===== config.mk =====
export PLATFORM = sky130hd
export DESIGN_NAME = err_compute
export DESIGN_NICKNAME = d
export VERILOG_FILES = /design/src/rtl/err_compute.sv
export SDC_FILE = /design/constraint.sdc
export NUM_CORES = 1
export LEC_CHECK = 0
export CORE_UTILIZATION = 30
export CTS_CLUSTER_DIAMETER = 40
export DETAILED_ROUTE_END_ITERATION = 12
export SYNTH_ARGS = -nofsm -noshare
export SYNTH_HDL_FRONTEND = slang
export SYNTH_SLANG_ARGS = --single-unit

===== constraint.sdc =====
create_clock -name clk -period 7.46 [get_ports clk]
set_input_delay 0.746 -clock clk [delete_from_list [all_inputs] [get_ports clk]]
set_output_delay 0.746 -clock clk [all_outputs]
set_load 0.03 [all_outputs]

===== src/rtl/err_compute.sv =====
// err_compute: producer of the err_sat/err_vld error term for the PID blocks.
// Periodically powers the IR emitters and lets them settle. It then runs six
// A2D conversions (inner, middle and outer sensors, right and left) and
// accumulates a weighted right-minus-left sum. The sum is saturated to 11-bit
// signed and presented with a one-cycle err_vld strobe.
// Optional build macro ERR_AVG_EN: err_sat becomes the average of the current
// and previous saturated results.
module err_compute #(
  parameter int PERIOD_CYC = 4096,
  parameter int SETTLE_CYC = 512
) (
  input  logic        clk,
  input  logic        rst_n,
  input  logic        en,
  input  logic        cnv_cmplt,
  input  logic [11:0] res,
  output logic        strt_cnv,
  output logic [2:0]  chnnl,
  output logic        IR_en,
  output logic [10:0] err_sat,
  output logic        err_vld
);

  localparam int PW = $clog2(PERIOD_CYC + 1);
  localparam int SW = $clog2(SETTLE_CYC + 1);
  localparam logic [PW-1:0] PER_LAST = PW'(PERIOD_CYC - 1);
  localparam logic [SW-1:0] SET_LAST = SW'(SETTLE_CYC - 1);

  typedef enum logic [2:0] {IDLE, SETTLE, CONV, WAIT, DONE} state_t;

  state_t             state_q, state_d;
  logic [PW-1:0]      per_cnt;
  logic               tick;
  logic [SW-1:0]      settle_cnt;
  logic [2:0]         idx;
  logic signed [15:0] acc;
  logic signed [10:0] sat_now;

  // Sequence table: A2D channel visited at each index.
  function automatic logic [2:0] chan_of(input logic [2:0] i);
    case (i)
      3'd0:    chan_of = 3'd1;
      3'd1:    chan_of = 3'd0;
      3'd2:    chan_of = 3'd4;
      3'd3:    chan_of = 3'd2;
      3'd4:    chan_of = 3'd3;
      default: chan_of = 3'd7;
    endcase
  endfunction

  // Signed, weighted contribution of one conversion: right sensors add,
  // left sensors subtract; weight doubles from inner to middle to outer.
  function automatic logic signed [15:0] term_of(input logic [2:0] i,
                                                 input logic [11:0] r);
    logic signed [15:0] mag;
    mag = signed'({4'b0, r});
    case (i)
      3'd0:    term_of = mag;
      3'd1:    term_of = -mag;
      3'd2:    term_of = mag <<< 1;
      3'd3:    term_of = -(mag <<< 1);
      3'd4:    term_of = mag <<< 2;
      default: term_of = -(mag <<< 2);
    endcase
  endfunction

  // Clamp the 16-bit accumulator into the 11-bit signed output range.
  function automatic logic signed [10:0] sat11(input logic signed [15:0] a);
    if (a > 16'sd1023)
      sat11 = 11'sh3FF;
    else if (a < -16'sd1024)
      sat11 = 11'sh400;
    else
      sat11 = a[10:0];
  endfunction

  assign tick    = en && (per_cnt == PER_LAST);
  assign sat_now = sat11(acc);

  // Period counter: free-runs while enabled, wraps on tick, held at 0 otherwise.
  always_ff @(posedge clk or negedge rst_n) begin
    if (!rst_n)
      per_cnt <= '0;
    else if (!en || tick)
      per_cnt <= '0;
    else
      per_cnt <= per_cnt + 1'b1;
  end

  // State register.
  always_ff @(posedge clk or negedge rst_n) begin
    if (!rst_n)
      state_q <= IDLE;
    else
      state_q <= state_d;
  end

  // Next-state logic; ticks outside IDLE are simply dropped.
  always_comb begin
    state_d = state_q;
    case (state_q)
      IDLE:    if (tick) state_d = SETTLE;
      SETTLE:  if (settle_cnt == SET_LAST) state_d = CONV;
      CONV:    state_d = WAIT;
      WAIT:    if (cnv_cmplt) state_d = (idx == 3'd5) ? DONE : CONV;
      DONE:    state_d = IDLE;
      default: state_d = IDLE;
    endcase
  end

  // Sequencing registers: emitter enable, channel select, start pulse, accumulator.
  // chnnl is loaded on entry to CONV so it is already stable when strt_cnv rises.
  always_ff @(posedge clk or negedge rst_n) begin
    if (!rst_n) begin
      settle_cnt <= '0;
      idx        <= '0;
      acc        <= '0;
      IR_en      <= 1'b0;
      strt_cnv   <= 1'b0;
      chnnl      <= '0;
    end else begin
      strt_cnv <= (state_d == CONV);
      case (state_q)
        IDLE: begin
          if (tick) begin
            IR_en      <= 1'b1;
            acc        <= '0;
            idx        <= '0;
            settle_cnt <= '0;
          end
        end
        SETTLE: begin
          settle_cnt <= settle_cnt + 1'b1;
          if (settle_cnt == SET_LAST)
            chnnl <= chan_of(idx);
        end
        WAIT: begin
          if (cnv_cmplt) begin
            acc <= acc + term_of(idx, res);
            if (idx != 3'd5) begin
              idx   <= idx + 3'd1;
              chnnl <= chan_of(idx + 3'd1);
            end
          end
        end
        DONE:    IR_en <= 1'b0;
        default: ;
      endcase
    end
  end

`ifdef ERR_AVG_EN
  logic signed [10:0] prev_sat;
  logic signed [11:0] avg_sum;

  assign avg_sum = {sat_now[10], sat_now} + {prev_sat[10], prev_sat};

  // Output register: average of this and the previous saturated result.
  always_ff @(posedge clk or negedge rst_n) begin
    if (!rst_n) begin
      err_sat  <= '0;
      err_vld  <= 1'b0;
      prev_sat <= '0;
    end else begin
      err_vld <= (state_q == DONE);
      if (state_q == DONE) begin
        err_sat  <= avg_sum[11:1];
        prev_sat <= sat_now;
      end
    end
  end
`else
  // Output register: saturated result and its one-cycle strobe.
  always_ff @(posedge clk or negedge rst_n) begin
    if (!rst_n) begin
      err_sat <= '0;
      err_vld <= 1'b0;
    end else begin
      err_vld <= (state_q == DONE);
      if (state_q == DONE)
        err_sat <= sat_now;
    end
  end
`endif

endmodule

==> flow_summary.json, run 1 <==
{
  "outcome": "finished, final reports clean",
  "p_per_area_nw_per_um2": 463,
  "critPathMaxFanout": 6,
  "die_w_um": 121,
  "post-synth-top-area-cell": "dfrtp_1",
  "ys_ff_latch": 62,
  "drc": 0,
  "final-hold-violation-count": 0,
  "crit_path_cell_trace": "clkdlybuf4s50_1, inv_1, ha_1, or3b_2, nor3_1, xnor2_1, a222oi_1, o21ai_0, a21oi_1, a21oi_1, ha_1, a21oi_1, nand2_1, o21ai_0, o31ai_1, a41oi_1, mux2i_1, o211ai_1",
  "drive_gt1_share_pct": 6.54,
  "wl_per_cell_um": 14.6,
  "coreArea_um2": 13900,
  "fin_skew_ns": 0.00454,
  "setup_viol": 0,
  "maxCapViolCount": 0,
  "worst_path_largest_cell_delay_ns": 0.51,
  "comb_power_share_pct": 59.0,
  "drtIter0Drc": 319,
  "vias": 3817,
  "gr-total-overflow": 0,
  "p_switching_mw": 1.05,
  "slew_violations": 0,
  "grt_pass1_wl_mm": 17.5,
  "final_cell_mix": "67 x nand2_1, 67 x o21ai_0, 62 x dfrtp_1",
  "syn_inst": 507,
  "endpoint_kind": "flip-flop",
  "max_slew.worst_pin.slew_ns": 1.12,
  "cpMostUsedCell": "a21oi_1",
  "min_period_over_period_pct": 63.1,
  "cts-root-buf": "clkbuf_16",
  "seqPwrFrac_pct": 22.7,
  "diodes": 0,
  "pin_count": 33,
  "rsz0062_at_grt": "false",
  "ff2ff_path_depth": 14,
  "worstPathArrival_ns": 4.91,
  "dp_hpwl_mm": 7.66,
  "synth_edf_count": 0,
  "place_congestion": 0.824,
  "hold_class": "flip-flop to flip-flop",
  "mappedNetlistArea_um2": 4270,
  "synth_area_leaders": "dfrtp_1 36%, ha_1 8.2%, o21ai_0 7.9%",
  "worst_setup_path_start_kind": "input port",
  "grt_max_degree": 63,
  "crit_family": "compound AO/OA/AOI/OAI gates",
  "clock_insertion_delay_worst_skew_ns": 0.33,
  "ys_seq_area_share_pct": 36.4,
  "dpl_cell_area_um2": 4730,
  "post_cts_buffers": 0,
  "ys_warn_count": 0,
  "synthFlopType": "dfrtp_1",
  "drtAntennaViolNets": 0,
  "row_count": 43,
  "yosysUniqueCellTypes": 59,
  "crit_type": "input port to flip-flop",
  "stdcell_area_um2": 5030,
  "async_reset_ff_share_pct": 100,
  "die-area_um2": 14700,
  "antenna_found_initial": 0,
  "dp.cells": 699,
  "cts_htree_levels": 3,
  "firstDrtPassIters": 5,
  "cp_num_buf_inv": 2,
  "swShare_pct": 45.3,
  "grt_use_total_pct": 14.8,
  "port_buffers": 32,
  "grt_pass1_vias": 3728,
  "worstHoldPathCells": 1,
  "max_freq_ghz": 0.213,
  "timing.slew.headroom_pct": 25.3,
  "clock_sinks": 62,
  "synth_top_area_share_pct": 36.4,
  "power.share.clock_pct": 18.3,
  "path_clk_slew_ns": 0.05,
  "cts_resized": 0,
  "area_growth_pct": 18.0,
  "min_period_ns": 4.71,
  "drt-total-wl_mm": 10.4,
  "tns_ns": 0,
  "synth.net_count": 552,
  "via_per_inst": 5.34,
  "hold_buffers": 0,
  "holdWs_ns": 0.478,
  "ir_drop_v": 0.000158,
  "syn_area_per_cell_um2": 8.41,
  "crit_path_top_delay_cell": "clkdlybuf4s50_1",
  "die_h_um": 121,
  "cts_tree": "built",
  "fin_nets": 575,
  "p_int_mw": 1.27,
  "cts_max_path_buffers": 2,
  "required_ns": 7.66,
  "p_leak_nw": 2.11,
  "cts_buffers": 9,
  "instances_no_fill": 715,
  "start_util_pct": 30.7,
  "cp.depth": 18
}
-- layer usage --
| metal | track usage [%] | up-vias | wire length (um) |
|---|---|---|---|
| li1 | - | 1878 | - |
| met3 | 3.62 | 19 | 433 |
| met2 | 26.8 | 82 | 5440 |
| met4 | 5.02 | 0 | 193 |
| met5 | 0 | - | 0 |
| met1 | 16.9 | 1838 | 4380 |
-- sequential cells by signal, indices dropped and copies added (netlist names) --
| name | cells |
|---|---|
| IR_en | 1 |
| acc | 16 |
| state_q | 3 |
| strt_cnv | 1 |
| err_sat | 11 |
| per_cnt | 13 |
| chnnl | 3 |
| err_vld | 1 |
| settle_cnt | 10 |
| idx | 3 |
-- power groups by stage --
| stage | registers, mW | clock network [mW] | logic (mW) |
|---|---|---|---|
| CTS | 0.530 | 0.436 | 1.37 |
| finish | 0.529 | 0.425 | 1.37 |
| global route | 0.545 | 0.448 | 1.54 |
| detailed placement | 0.535 | 0 | 1.36 |
| floorplan | 0.534 | 0 | 1.04 |
| global placement | 0.530 | 0 | 1.33 |
-- worst paths after layout --
kind	from	to	slack, ns
worst max register to register	idx[2]$_DFFE_PN0P_	acc[15]$_DFFE_PN0P_	2.86
min in group asynchronous	rst_n	per_cnt[11]$_DFF_PN0_	0.59
max in group asynchronous	rst_n	err_sat[10]$_DFFE_PN0P_	6.32
worst min register to register	IR_en$_DFFE_PN0P_	IR_en$_DFFE_PN0P_	0.48
worst min-delay path	IR_en$_DFFE_PN0P_	IR_en$_DFFE_PN0P_	0.48
worst max-delay path	res[0]	acc[15]$_DFFE_PN0P_	2.75
-- through the flow --
step | power (mW) | setup slack [ns] | util, %
detailed placement | 1.90 | 2.48 | 34.1
finish | 2.33 | 2.75 | 36.2
CTS | 2.33 | 2.82 | 36.2
floorplan | 1.57 | 3.46 | -
global placement | 1.86 | 2.64 | 34.1
global route | 2.53 | 2.48 | 36.2
-- final cells by class --
class                   instances  area (um2)
clock inverters                 3        42.5
clock buffers                  13         260
repair buffers                 35         338
inverters                      13        48.8
fillers                      1431        8850
flip-flops and latches         62        1550
multi-input cells             409        2560
well taps                     180         225
-- cells in the mapped netlist, types with 3 or more instances --
| cell | n |
|---|---|
| xor2_1 | 14 |
| a221o_1 | 4 |
| o211ai_1 | 3 |
| a22oi_1 | 3 |
| nand2b_1 | 5 |
| xnor2_1 | 17 |
| a21o_1 | 5 |
| nor3_1 | 10 |
| clkbuf_1 | 18 |
| a222oi_1 | 8 |
| mux2_2 | 4 |
| ha_1 | 28 |
| o21a_1 | 5 |
| or2_2 | 3 |
| o21ai_0 | 67 |
| nand4_1 | 5 |
| nor2_1 | 52 |
| nand2_1 | 67 |
| a21oi_1 | 36 |
| a211oi_1 | 4 |
| dfrtp_1 | 62 |
| nand3_1 | 14 |
| o31ai_1 | 4 |
| and3_1 | 6 |
| inv_1 | 13 |
| a221oi_1 | 6 |
-- logic make-up (layout without fill, tap and decap cells) --
kind of cell | after synthesis | after routing | synth area share, %
AOI/OAI and AO/OA | 161 | 161 | 23.3
DFF | 62 | 62 | 36.4
and+or+nand+nor | 182 | 182 | 20.3
muxes | 6 | 6 | 1.53
adders and majority gates | 29 | 29 | 8.68
buffers and inverters | 36 | 64 | 3.49
xor gates and xnor gates | 31 | 31 | 6.37
Power figures use the tool's default switching activity.
==> inputs of run 2 (changes only) <==
clock period = 4.46 ns   (was 7.46 ns; I/O delays follow)
==> run 2 against run 1 <==
Against the previous run: hold slack lost 0.20 ns; final cell count grew 1.8%; largest cell class unchanged; combinational power grew 74%; count of clock-buffer cells in the layout shrank 1; register-to-register slack lost 2.3 ns; flip-flop and latch count is the same; via count grew 0.24%; setup slack lost 2.3 ns; die area is the same; sequential share of layout area shrank 0.46 points; critical path depth grew 1.
==> flow_summary.json, run 2 (synthesis results as in run 1) <==
{
  "largest_reg_flops": 16,
  "diodes": 0,
  "cts_tree": "built",
  "final_common_cell": "nand2_1",
  "p_leak_nw": 2.16,
  "cpMostUsedCell": "a21oi_1",
  "ir_drop_v": 0.000328,
  "min_period_over_period_pct": 90.4,
  "area_growth_pct": 19.7,
  "grt_use_total_pct": 14.9,
  "power.total_mw": 3.87,
  "die_w_um": 121,
  "fin_util_pct": 36.8,
  "holdWs_ns": 0.281,
  "grt_pass1_wl_mm": 17.7,
  "worstPathArrival_ns": 4.21,
  "required_ns": 4.64,
  "maxCapViolCount": 0,
  "clock_insertion_delay_worst_skew_ns": 0.33,
  "die_h_um": 121,
  "setup_viol": 0,
  "grt_max_degree": 63,
  "gr-total-overflow": 0,
  "fin_skew_ns": 0.0102,
  "endpoint_kind": "flip-flop",
  "post_cts_buffers": 0,
  "p_per_area_nw_per_um2": 758,
  "antenna_found_initial": 0,
  "drc": 0,
  "drtAntennaViolNets": 0,
  "firstDrtPassIters": 5,
  "crit_path_top_delay_cell": "or3b_2",
  "cts_htree_levels": 3,
  "via_per_inst": 5.26,
  "outcome": "finished, final reports clean",
  "drt-total-wl_mm": 10.2,
  "final-hold-violation-count": 0,
  "cts_buffers": 9,
  "reg_top3": "acc: 16 flops, per_cnt: 13 flops, err_sat: 11 flops",
  "cp_num_buf_inv": 3,
  "drtIter0Drc": 213,
  "path_clk_slew_ns": 0.05,
  "grt_pass1_vias": 3892,
  "crit_type": "input port to flip-flop",
  "pin_count": 33,
  "die-area_um2": 14700,
  "timing.slew.headroom_pct": 23.7,
  "drive_gt1_share_pct": 9.12,
  "crit_path_cell_trace": "clkdlybuf4s50_1, inv_1, ha_1, or3b_2, nor3_1, xnor2_1, a222oi_1, o21ai_0, a21oi_1, a21oi_1, ha_1, a21oi_1, nand2_1, o21ai_1, o31ai_2, buf_4, a21boi_0, xor2_1, o21ai_0",
  "worst_setup_path_start_kind": "input port",
  "worst_path_largest_cell_delay_ns": 0.47,
  "start_util_pct": 30.7,
  "row_count": 43,
  "cts-root-buf": "clkbuf_16",
  "tns_ns": 0,
  "dp_hpwl_mm": 7.65,
  "largest_register": "acc",
  "port_buffers": 32,
  "wl_per_cell_um": 14.1,
  "min_period_ns": 4.03,
  "fin_nets": 588,
  "final_cell_mix": "67 x nand2_1, 66 x o21ai_0, 62 x dfrtp_1",
  "crit_family": "compound AO/OA/AOI/OAI gates",
  "critPathMaxFanout": 4,
  "max_slew.worst_pin.slew_ns": 1.14,
  "cts_max_path_buffers": 2,
  "coreArea_um2": 13900,
  "slew_violations": 0,
  "hold_class": "input port to async pin",
  "vias": 3826,
  "max_freq_ghz": 0.248,
  "place_congestion": 0.849,
  "clock_sinks": 62
}
run 2: metal layers:
| metal | GRT usage [%] | vias up | part of all wire [%] |
|---|---|---|---|
| met4 | 6.17 | 0 | 2.3 |
| met2 | 27.1 | 75 | 52 |
| li1 | - | 1899 | - |
| met5 | 0 | - | 0 |
| met3 | 3.95 | 20 | 3.4 |
| met1 | 16.4 | 1832 | 42 |
run 2: repair_timing:
item,in CTS,in global routing
hold buffers,0,0
endpoints found under the setup margin,0,2
hold endpoints to repair,0,0
resized for setup,0,3
run 2: cell type report:
cell class              count  area, um2
inverters                  13       48.8
clock inverters             4       22.5
multi-input cells         409       2580
clock buffers              12        246
well taps                 180        225
repair buffers             48        435
fillers                  1431       8770
flip-flops and latches     62       1550
run 2: path summary, 6_finish.rpt:
kind                                    startpoint              endpoint  slack [ns]  cells past startpoint
worst max-delay path                        res[0]   acc[13]$_DFFE_PN0P_        0.43                     19
worst min-delay path                         rst_n  per_cnt[9]$_DFF_PN0_        0.28                      2
worst max register to register  idx[0]$_DFFE_PN0P_   acc[14]$_DFFE_PN0P_        0.61                     15
worst min register to register   IR_en$_DFFE_PN0P_     IR_en$_DFFE_PN0P_        0.48                      1
max in group asynchronous                    rst_n    acc[7]$_DFFE_PN0P_        3.65                      2
min in group clk                 IR_en$_DFFE_PN0P_     IR_en$_DFFE_PN0P_        0.48                      1
run 2: worst reg2reg max path: cells and delay by family, from the launching register on:
| kind | cells | cell delay, ns |
|---|---|---|
| flip-flops | 1 | 0.47 |
| buffers and inverters | 1 | 0.20 |
| adder cells (fa/ha/maj) | 3 | 0.67 |
| AO/OA/AOI/OAI | 7 | 1.67 |
| XOR/XNOR | 1 | 0.14 |
| AND/OR/NAND/NOR | 3 | 0.54 |
run 2: through the flow:
stage,worst slack (ns),std cells,instance area [um2]
4_1_cts,0.304,728,5090
3_3_place_gp,0.0734,712,4830
3_5_place_dp,-0.0432,712,4830
2_1_floorplan,0.756,507,4270
6_report,0.426,728,5110
5_1_grt,-0.00776,728,5110
run 2: report_power, final:
group | internal, mW | total (mW) | switching, mW
logic | 1.00 | 2.39 | 1.39
registers | 0.712 | 0.858 | 0.146
clock network | 0.388 | 0.623 | 0.236
total | 2.10 | 3.87 | 1.77
